`src/rtl/zigzag_pkg.sv`:
```
// Shared constants and types for the zigzag reorder controller:
// the raster address table indexed by zigzag position and the read FSM encoding.
package zigzag_pkg;

    localparam int BLK_SIZE = 64;

    typedef enum logic {
        IDLE = 1'b0,
        READ = 1'b1
    } rd_state_t;

    // ZZ[k] is the raster address (row*8+col) of zigzag position k.
    localparam logic [5:0] ZZ [BLK_SIZE] = '{
        6'd0,  6'd1,  6'd8,  6'd16, 6'd9,  6'd2,  6'd3,  6'd10,
        6'd17, 6'd24, 6'd32, 6'd25, 6'd18, 6'd11, 6'd4,  6'd5,
        6'd12, 6'd19, 6'd26, 6'd33, 6'd40, 6'd48, 6'd41, 6'd34,
        6'd27, 6'd20, 6'd13, 6'd6,  6'd7,  6'd14, 6'd21, 6'd28,
        6'd35, 6'd42, 6'd49, 6'd56, 6'd57, 6'd50, 6'd43, 6'd36,
        6'd29, 6'd22, 6'd15, 6'd23, 6'd30, 6'd37, 6'd44, 6'd51,
        6'd58, 6'd59, 6'd52, 6'd45, 6'd38, 6'd31, 6'd39, 6'd46,
        6'd53, 6'd60, 6'd61, 6'd54, 6'd47, 6'd55, 6'd62, 6'd63
    };

endpackage

```
`src/rtl/zigzag_ctrl_if.sv`:
```
// Coefficient stream bundle: raster-order input side and zigzag-order output side.
// The controller uses the slave view, the producer/consumer pair the master view.
interface zigzag_ctrl_if #(
    parameter int COEF_W = 12
);
    logic [COEF_W-1:0] din;
    logic              in_valid;
    logic              in_ready;
    logic [COEF_W-1:0] dout;
    logic              out_valid;
    logic              out_ready;
    logic [5:0]        out_idx;
    logic              out_first;
    logic              out_last;

    modport slave (
        input  din, in_valid, out_ready,
        output in_ready, dout, out_valid, out_idx, out_first, out_last
    );

    modport master (
        output din, in_valid, out_ready,
        input  in_ready, dout, out_valid, out_idx, out_first, out_last
    );
endinterface

```
`src/rtl/zigzag_bank_ram.sv`:
```
// Two-bank coefficient buffer: one write port, one synchronous read port whose
// output register only loads on a read enable and otherwise holds its value.
module zigzag_bank_ram
    import zigzag_pkg::*;
#(
    parameter int COEF_W = 12
) (
    input  logic              clk,
    input  logic              we_i,
    input  logic              wr_bank_i,
    input  logic [5:0]        wr_addr_i,
    input  logic [COEF_W-1:0] wr_data_i,
    input  logic              re_i,
    input  logic              rd_bank_i,
    input  logic [5:0]        rd_addr_i,
    output logic [COEF_W-1:0] rd_data_o
);

    logic [COEF_W-1:0] mem_q [2*BLK_SIZE];
    logic [COEF_W-1:0] rd_data_q;

    always_ff @(posedge clk) begin
        if (we_i) begin
            mem_q[{wr_bank_i, wr_addr_i}] <= wr_data_i;
        end
        if (re_i) begin
            rd_data_q <= mem_q[{rd_bank_i, rd_addr_i}];
        end
    end

    assign rd_data_o = rd_data_q;

endmodule

```
`src/rtl/zigzag_ctrl.sv`:
```
// Double-buffered zigzag reorder controller: fills one bank in raster order while
// the other drains in zigzag order, one coefficient per cycle on each side.
module zigzag_ctrl
    import zigzag_pkg::*;
#(
    parameter int COEF_W = 12
) (
    input  logic           clk,
    input  logic           rst,
    input  logic           ena,
    zigzag_ctrl_if.slave   bus,
    output logic [1:0]     bank_full
);

    logic [5:0] wr_cnt_q;
    logic       wr_bank_q;
    logic       rd_bank_q;
    logic [5:0] k_q;
    logic [1:0] bank_full_q;
    logic [1:0] bank_full_d;
    logic [1:0] bank_set;
    logic [1:0] bank_clr;
    rd_state_t  state_q;
    logic       out_valid_q;
    logic [5:0] out_idx_q;
    logic       out_first_q;
    logic       out_last_q;

    logic wr_acc;
    logic wr_done;
    logic rd_en;
    logic rd_done;

    assign bus.in_ready = ena & ~bank_full_q[wr_bank_q];
    assign wr_acc       = bus.in_valid & bus.in_ready;
    assign wr_done      = wr_acc & (wr_cnt_q == 6'd63);
    assign rd_en        = ena & (state_q == READ) & (~out_valid_q | bus.out_ready);
    assign rd_done      = rd_en & (k_q == 6'd63);

    // Writer and reader always own different banks, so set and clear never collide.
    generate
        for (genvar gi = 0; gi < 2; gi++) begin : g_bank
            assign bank_set[gi]    = wr_done & (wr_bank_q == 1'(gi));
            assign bank_clr[gi]    = rd_done & (rd_bank_q == 1'(gi));
            assign bank_full_d[gi] = (bank_full_q[gi] | bank_set[gi]) & ~bank_clr[gi];
        end
    endgenerate

    always_ff @(posedge clk) begin
        if (rst) begin
            wr_cnt_q    <= '0;
            wr_bank_q   <= 1'b0;
            rd_bank_q   <= 1'b0;
            k_q         <= '0;
            bank_full_q <= 2'b00;
            state_q     <= IDLE;
            out_valid_q <= 1'b0;
            out_idx_q   <= '0;
            out_first_q <= 1'b0;
            out_last_q  <= 1'b0;
        end else if (ena) begin
            if (wr_acc) begin
                wr_cnt_q <= wr_cnt_q + 6'd1;
                if (wr_done) begin
                    wr_bank_q <= ~wr_bank_q;
                end
            end
            bank_full_q <= bank_full_d;

            case (state_q)
                IDLE: begin
                    if (bank_full_q[rd_bank_q]) begin
                        state_q <= READ;
                        k_q     <= '0;
                    end
                end
                READ: begin
                    if (rd_en) begin
                        k_q <= k_q + 6'd1;
                        // Chain straight into the next block when it is already waiting.
                        if (rd_done) begin
                            rd_bank_q <= ~rd_bank_q;
                            if (!bank_full_q[~rd_bank_q]) begin
                                state_q <= IDLE;
                            end
                        end
                    end
                end
                default: state_q <= IDLE;
            endcase

            if (rd_en) begin
                out_valid_q <= 1'b1;
                out_idx_q   <= k_q;
                out_first_q <= (k_q == 6'd0);
                out_last_q  <= (k_q == 6'd63);
            end else if (bus.out_ready) begin
                out_valid_q <= 1'b0;
            end
        end
    end

    zigzag_bank_ram #(
        .COEF_W (COEF_W)
    ) u_ram (
        .clk       (clk),
        .we_i      (wr_acc),
        .wr_bank_i (wr_bank_q),
        .wr_addr_i (wr_cnt_q),
        .wr_data_i (bus.din),
        .re_i      (rd_en),
        .rd_bank_i (rd_bank_q),
        .rd_addr_i (ZZ[k_q]),
        .rd_data_o (bus.dout)
    );

    assign bus.out_valid = out_valid_q;
    assign bus.out_idx   = out_idx_q;
    assign bus.out_first = out_first_q;
    assign bus.out_last  = out_last_q;
    assign bank_full     = bank_full_q;

endmodule

```
`src/flat_wrapper.sv`:
```
// flat-port wrapper written by rule: the top's interface ports become plain ports
module zigzag_ctrl_flat import zigzag_pkg::*;
#(
    parameter int COEF_W = 12
)
  (clk, rst, ena, bank_full, bus_din, bus_in_valid, bus_out_ready, bus_in_ready, bus_dout, bus_out_valid, bus_out_idx, bus_out_first, bus_out_last);
  zigzag_ctrl_if #(.COEF_W(COEF_W)) bus_i ();
  input  logic clk;
  input  logic rst;
  input  logic ena;
  output logic [1:0] bank_full;
  input wire logic [$bits(bus_i.din)-1:0] bus_din;
  input wire logic [$bits(bus_i.in_valid)-1:0] bus_in_valid;
  input wire logic [$bits(bus_i.out_ready)-1:0] bus_out_ready;
  output wire logic [$bits(bus_i.in_ready)-1:0] bus_in_ready;
  output wire logic [$bits(bus_i.dout)-1:0] bus_dout;
  output wire logic [$bits(bus_i.out_valid)-1:0] bus_out_valid;
  output wire logic [$bits(bus_i.out_idx)-1:0] bus_out_idx;
  output wire logic [$bits(bus_i.out_first)-1:0] bus_out_first;
  output wire logic [$bits(bus_i.out_last)-1:0] bus_out_last;
  assign bus_i.din = bus_din;
  assign bus_i.in_valid = bus_in_valid;
  assign bus_i.out_ready = bus_out_ready;
  assign bus_in_ready = bus_i.in_ready;
  assign bus_dout = bus_i.dout;
  assign bus_out_valid = bus_i.out_valid;
  assign bus_out_idx = bus_i.out_idx;
  assign bus_out_first = bus_i.out_first;
  assign bus_out_last = bus_i.out_last;
  zigzag_ctrl #(.COEF_W(COEF_W)) u_core (.clk(clk), .rst(rst), .ena(ena), .bus(bus_i), .bank_full(bank_full));
endmodule
```
`config.mk`:
```
export PLATFORM = sky130hd
export DESIGN_NAME = zigzag_ctrl_flat
export DESIGN_NICKNAME = d
export VERILOG_FILES = /design/src/rtl/zigzag_pkg.sv /design/src/rtl/zigzag_ctrl_if.sv /design/src/rtl/zigzag_bank_ram.sv /design/src/rtl/zigzag_ctrl.sv /design/src/flat_wrapper.sv
export SDC_FILE = /design/constraint.sdc
export NUM_CORES = 2
export LEC_CHECK = 0
export CAP_MARGIN = 40
export CORE_UTILIZATION = 60
export CTS_BUF_LIST = sky130_fd_sc_hd__clkbuf_16
export DETAILED_ROUTE_END_ITERATION = 8
export PLACE_DENSITY = 0.76
export SLEW_MARGIN = 15
export SYNTH_ARGS = -nofsm -noshare
export SYNTH_HDL_FRONTEND = slang
export SYNTH_SLANG_ARGS = --single-unit
```
`constraint.sdc`:
```
create_clock -name clk -period 4.7 [get_ports clk]
set_input_delay 0.94 -clock clk [delete_from_list [all_inputs] [get_ports clk]]
set_output_delay 0.94 -clock clk [all_outputs]
set_load 0.01 [all_outputs]
```
# Yosys cells after proc, flatten, opt, wreduce, memory -nomap -nowiden
# Memory sizes are Yosys's and may differ from the RTL's. A register that Yosys moved wholly into a read port is not among the register bits.
# Index checks and enable logic that the tools add are counted.
[totals] ramBits=1536 n_memories=2 rom_bits=384 input_bits=17 regBits=26 output_inout_bits=24 latchBits=0
[classes] bitwise_logic=23 reduce_logical=8 multipliers=0 div=0 n_lt_le_gt_ge=4 eq_ne=4 n_addsub=2 muxes=20 shift=0
[mem_list] name="u_core.u_ram.mem_q" depth=128 width=12 read_ports=1 rd_ports_with_merged_regs=1 wr=1 line="zigzag_bank_ram.sv:19" source="logic [COEF_W-1:0] mem_q [2*BLK_SIZE];"
[mem_list] name="(name not given)" depth=64 width=6 read_ports=1 rd_ports_with_merged_regs=0 wr=0 line="zigzag_ctrl.sv:113" source=".rd_addr_i (ZZ[k_q]),"
[op_table] operator="two-way mux 6 bit" n=4
[op_table] operator="two-way mux 1 bit" n=14
[op_table] operator="adder 6 x 1 -> 6 bit (second input constant)" n=2
[op_table] operator="bitwise AND 1 bit" n=12
[op_table] operator="== test 6 bit (second input constant)" n=2
[op_table] operator="case mux 6 bit (2 select lines)" n=1
[op_table] operator="greater-or-equal comparator 7 bit (second input constant)" n=1
[op_table] operator="NOT 1 bit" n=7
[op_table] operator="NOT 6 -> 7 bit" n=1
[op_table] operator="zero test 6 bit" n=1
[op_table] operator="< comparator 1 x 2 -> 1 bit (second input constant)" n=3
[op_table] operator="AND reduction 2 bit" n=3
[op_table] operator="AND reduction 3 bit" n=2
[op_table] operator="AND reduction 4 bit" n=1
[op_table] operator="OR 1 bit" n=3
[op_table] operator="!= test 2 x 1 -> 1 bit (second input constant)" n=1
[op_table] operator="!= test 2 bit (second input constant)" n=1
[op_table] operator="case mux 1 bit (2 select lines)" n=1
[op_table] operator="nonzero test 2 bit" n=1

# Longest topological paths before layout
[logic_depth] depth_word=9 depth_mapped=18 mapped_depth_nobuf=12

# Modules after synthesis
# A second synthesis with hierarchy kept.
[hier_totals] hier_cells=2597 hier_area_um2=61167.4
[modules_own_cells] mod="zigzag_bank_ram" cells_per_inst=2362 instances=1 area_each_um2=59248.1
[modules_own_cells] mod="zigzag_ctrl" cells_per_inst=235 instances=1 area_each_um2=1919.3

# Least setup slack after synthesis
# OpenSTA, ideal clock, no wires.
[synth_path] path_kind="register to register" startpoint="register u_core.k_q[1]" endpoint="register u_core.u_ram.rd_data_q[10], in the netlist u_core.u_ram.rd_data_o[10] (read register of u_core.u_ram.mem_q), data pin" arrival_ps=3410 setup_time_ps=264 slack_ps=1025 stages_incl_launch_ff=15 cell_sequence="dfxtp_1 -> inv_1 -> ha_1 -> buf_2 -> nor2b_1 -> a211oi_1 -> o221ai_2 -> nand2_4 -> buf_2 -> clkbuf_1 -> mux2_2 -> a2111oi_0 -> nor3_1 -> nand4_1 -> nand4_1"
[synth_between] elab_chain_cells=4
[synth_lines] item="from (decl)" line="zigzag_ctrl.sv:18" source="logic [5:0] k_q;"
[synth_lines] item="from (signal assigned)" line="zigzag_ctrl.sv:79" source="k_q <= k_q + 6'd1;"
[synth_lines] item="NOT 6 -> 7 bit (implied by the code)" line="zigzag_ctrl.sv:113"
[synth_lines] item="memory read (64 x 6 bit)"
[synth_lines] item="two-way mux 6 bit (implied by the code) (2 in a row)" line="zigzag_ctrl.sv:113"
[synth_lines] item="to (decl)" line="zigzag_bank_ram.sv:20" source="logic [COEF_W-1:0] rd_data_q;"
# Every way passes these cells. The select of a mux whose other input is x is not followed.
# A chain may end at the register's enable or synchronous reset.

# Final worst setup path
[layout_path] startpoint="register u_core.k_q[0]" endpoint="register u_core.u_ram.rd_data_q[10], in the netlist u_core.u_ram.rd_data_o[10] (read register of u_core.u_ram.mem_q), data pin"
# The elaborated chain is that of the path after synthesis.

==> out/results.ini <==
[placed_design]
hpwlAfterDp_um=103000
place_area_um2=66300
placed_cells=5555
port_buffers=40
gp_congestion=0.924

[sta]
finalCritPeriodShare_pct=95.7
worst_clock_skew_ps=31.2
setup_viol=0
rsz0062_at_grt=false
max-slew-margin-rel_pct=33.6
slew_viol_final=0
worst_pin_slew_ps=971
report.final.hold_viol_count=0
timing.fmax_mhz=222
fin_crit_ps=4500
fin_tns_setup_ps=0

[synth]
synth_top_area_cell=edfxtp_1
async_flop_share_pct=0
yosys-top-cells-area=edfxtp_1 74%, nand2_1 4.4%, mux2i_1 3.8%, mux4_2 3.4%, o221ai_1 1.7%
synthesis.nets=4128
synthesis.area_um2=62900
ys_seq_elements=1574
netlist_instances=4095
synth-seq-area-share_pct=74.8
yosysWarnings=0
ys_types=71
syn_avg_cell_area_um2=15.4
synth_edf_count=1548
yosysTopAreaCellShare_pct=73.9
yosys_most_used_dff=edfxtp_1

[clocking]
clock_latency_ps=770
htree_levels=4
clockRootBuffer=clkbuf_16
cts_buffers=150
clock_sinks=1574
post_cts_buffers=0
path_clk_slew_ps=60
cts.path.max_buffers=3
cts_tree=built

[route]
dr.pass1.iters=8
totalWireLength_um=169000
dr_total_vias=38841
viasPerCell=6.66
drc=0
drtIter0Drc=6445
postRouteAntennaNets=0
avgRoutedWirePerCell_um=29.0

[hold_path]
hold_start=u_core.bus.out_idx[4]
whs_endpoint=u_core.bus.out_idx[4]
whs_path_depth=2
hp-class=flop to flop

[power]
p_per_area_nw_per_um2=391
ir_worst_vdd_mv=0.292
switchingPower_w=0.00539
p_comb_share_pct=1.2
p_sw_share_pct=19.3
pwr-share-clk_pct=43.4
pwr-share-seq_pct=55.3
p_leak_nw=23.3
internal_power_w=0.0225

[final_layout]
layout-drive-gt1-share_pct=14.7
nNetsFinal=4363
final_util_pct=68.8
syn2layout_area_growth_pct=13.5
design_area_um2=71300
final_cells=5833

[floorplan]
core_area_um2=104000
rows=118
die_h_um=326
die_w_um=326
io_pins=41
die-area_um2=106000
start_util_pct=60.7

[job]
drv_cap=0

[grt]
grt_max_degree=101
grt_pass1_vias=37382
grt_overflow=0
grtUsageTotal_pct=31.9
grt_pass1_wl_um=247000
antenna_found_initial=8

[worst_setup_path]
r2r_start=u_core.k_q[0]
reg2reg_to=u_core.u_ram.rd_data_o[10]
worstPathRequired_ps=5340
rrSetupSlack_ps=200
crit_chain=buf_4 > ha_1 > inv_1 > ha_1 > mux2_1 > a22oi_1 > a22o_4 > buf_12 > buf_12 > buf_4 > nand2_1 > and3_1 > a31oi_1 > o22ai_1 > or4_1 > nand4_1
cp-start-kind=flop
cpPeakStageDelay_ps=640
cp.arrival_ps=5130
r2r_cells=16
crit_slowest_cell=or4_1
endpoint_kind=flop
path_class=flop to flop
critPathMaxFanout=46

[status]
outcome=finished clean

==> per-layer routing <==
metal | part of all wire [%] | global-route usage (%) | vias to the layer above
met4 | 5.0 | 15.1 | 12
met1 | 37 | 44.2 | 19334
met3 | 13 | 8.01 | 493
met2 | 46 | 47.8 | 2762
li1 | - | - | 16240
met5 | 0.047 | 0 | -
==> placed cells by master (no fill, tap or decap), types with 5 or more instances in the layout <==
cell,netlist,routed
a211oi_1,7,7
o221ai_1,119,119
nor2b_1,11,11
and3_1,41,41
mux2_2,5,5
or4_1,36,36
a21o_1,35,35
dfxtp_1,26,26
nand4_1,28,28
clkinv_2,0,23
nand3_1,172,171
inv_6,0,6
buf_4,37,284
buf_12,0,24
clkbuf_16,0,155
ha_1,16,16
inv_1,16,51
nand2_1,741,741
a31oi_1,73,72
clkinv_1,0,29
nor2_1,231,231
edfxtp_1,1548,1548
o21ai_0,50,50
a2111oi_0,44,43
bufinv_16,0,19
nand2b_1,7,7
a21oi_1,191,191
o211ai_1,7,7
o221ai_2,11,11
mux4_2,96,96
o21ai_1,8,7
o22ai_1,5,5
mux2i_1,237,237
xor2_1,7,7
clkdlybuf4s50_1,0,28
==> worst max path at each step <==
stage / start / end / slack, ps / cells after the start
after floorplan: u_core.k_q[1] / u_core.u_ram.rd_data_o[10] / 1030 / 14
after global placement: u_core.k_q[0] / u_core.u_ram.rd_data_o[10] / 240 / 14
after CTS: u_core.k_q[0] / u_core.u_ram.rd_data_o[10] / 180 / 14
final: u_core.k_q[0] / u_core.u_ram.rd_data_o[10] / 200 / 16
after detailed placement: u_core.k_q[0] / u_core.u_ram.rd_data_o[10] / 220 / 14
after global routing: u_core.k_q[0] / u_core.u_ram.rd_data_o[0] / 40 / 11
==> cell usage after synthesis, drive strengths merged (5+ instances only) <==
library cell  number
buf              146
nand3            172
clkbuf           112
o221ai           130
a211oi             9
xor2               7
or2                5
a21oi            191
nor2             232
and3              41
a22oi              5
or4               36
edfxtp          1548
ha                16
mux2i            237
mux2               6
nand2            743
a31oi             73
a311oi             5
a2111oi           46
inv               17
nor2b             11
mux4              96
o21ai             58
a21o              35
nand2b             7
o211ai             8
nand4             28
o22ai              5
dfxtp             26
==> state kept, by name, summed over array words and instances (netlist names) <==
| register | flops |
|---|---|
| u_core.u_ram.rd_data_o | 12 |
| u_core.bus.out_idx | 6 |
| u_core.k_q | 6 |
| u_core.bank_full | 2 |
| u_core.wr_cnt_q | 6 |
| u_core.state_q | 1 |
| u_core.rd_bank_q | 1 |
| u_core.bus.out_last | 1 |
| u_core.wr_bank_q | 1 |
| u_core.bus.out_first | 1 |
| u_core.u_ram.mem_q | 1536 |
| u_core.bus.out_valid | 1 |
==> critical path, delay by kind of cell (launching register included) <==
| family | cells | cell delay (ps) |
|---|---|---|
| compound gates | 4 | 1260 |
| fa+ha+maj | 2 | 360 |
| buf+inv | 5 | 1050 |
| mux | 1 | 300 |
| flops | 1 | 330 |
| simple gates | 4 | 980 |
==> cells by family (layout without fill, tap and decap cells) <==
| family | count (synthesis) | count (layout) | share of synthesized area [%] |
|---|---|---|---|
| flip-flops | 1574 | 1574 | 74.8 |
| AND/OR/NAND/NOR | 1299 | 1299 | 8.84 |
| AO/OA/AOI/OAI | 581 | 581 | 6.41 |
| multiplexers | 339 | 339 | 7.32 |
| buffers and inverters | 275 | 630 | 2.18 |
| adder cells (fa/ha/maj) | 16 | 16 | 0.318 |
| XOR/XNOR | 11 | 11 | 0.153 |
| other | 0 | 3 | 0 |
==> power by group through the flow <==
stage	Combinational [W]	Sequential (W)	Clock, W
finish	0.000347	0.0154	0.0121
global route	0.000358	0.0154	0.0127
CTS	0.000330	0.0154	0.0121
detailed placement	0.000329	0.0157	0
global placement	0.000312	0.0157	0
floorplan	0.0000318	0.0157	0
==> cell type report <==
cell class	count	area [um^2]
Clock buffer	155	3880
Timing Repair Buffer	341	3020
Tap cell	1380	1730
Antenna cell	3	7.51
Multi-Input combinational cell	2246	14600
Clock inverter	117	1050
Sequential cell	1574	47000
Fill cell	6547	32300
Inverter	17	66.3
==> timing repair <==
action	in CTS	in global routing
hold buffers	0	0
resized for setup	0	1
setup endpoints to repair	0	1
==> through the flow <==
stage | total power, W | setup WS, ps | hold slack [ps]
floorplan | 0.0157 | 1030 | 474
global placement | 0.0160 | 245 | 446
detailed placement | 0.0160 | 218 | 454
CTS | 0.0279 | 183 | 462
global route | 0.0285 | 42.8 | 465
finish | 0.0279 | 204 | 460
No activity file was read; power rests on OpenSTA's default activity.
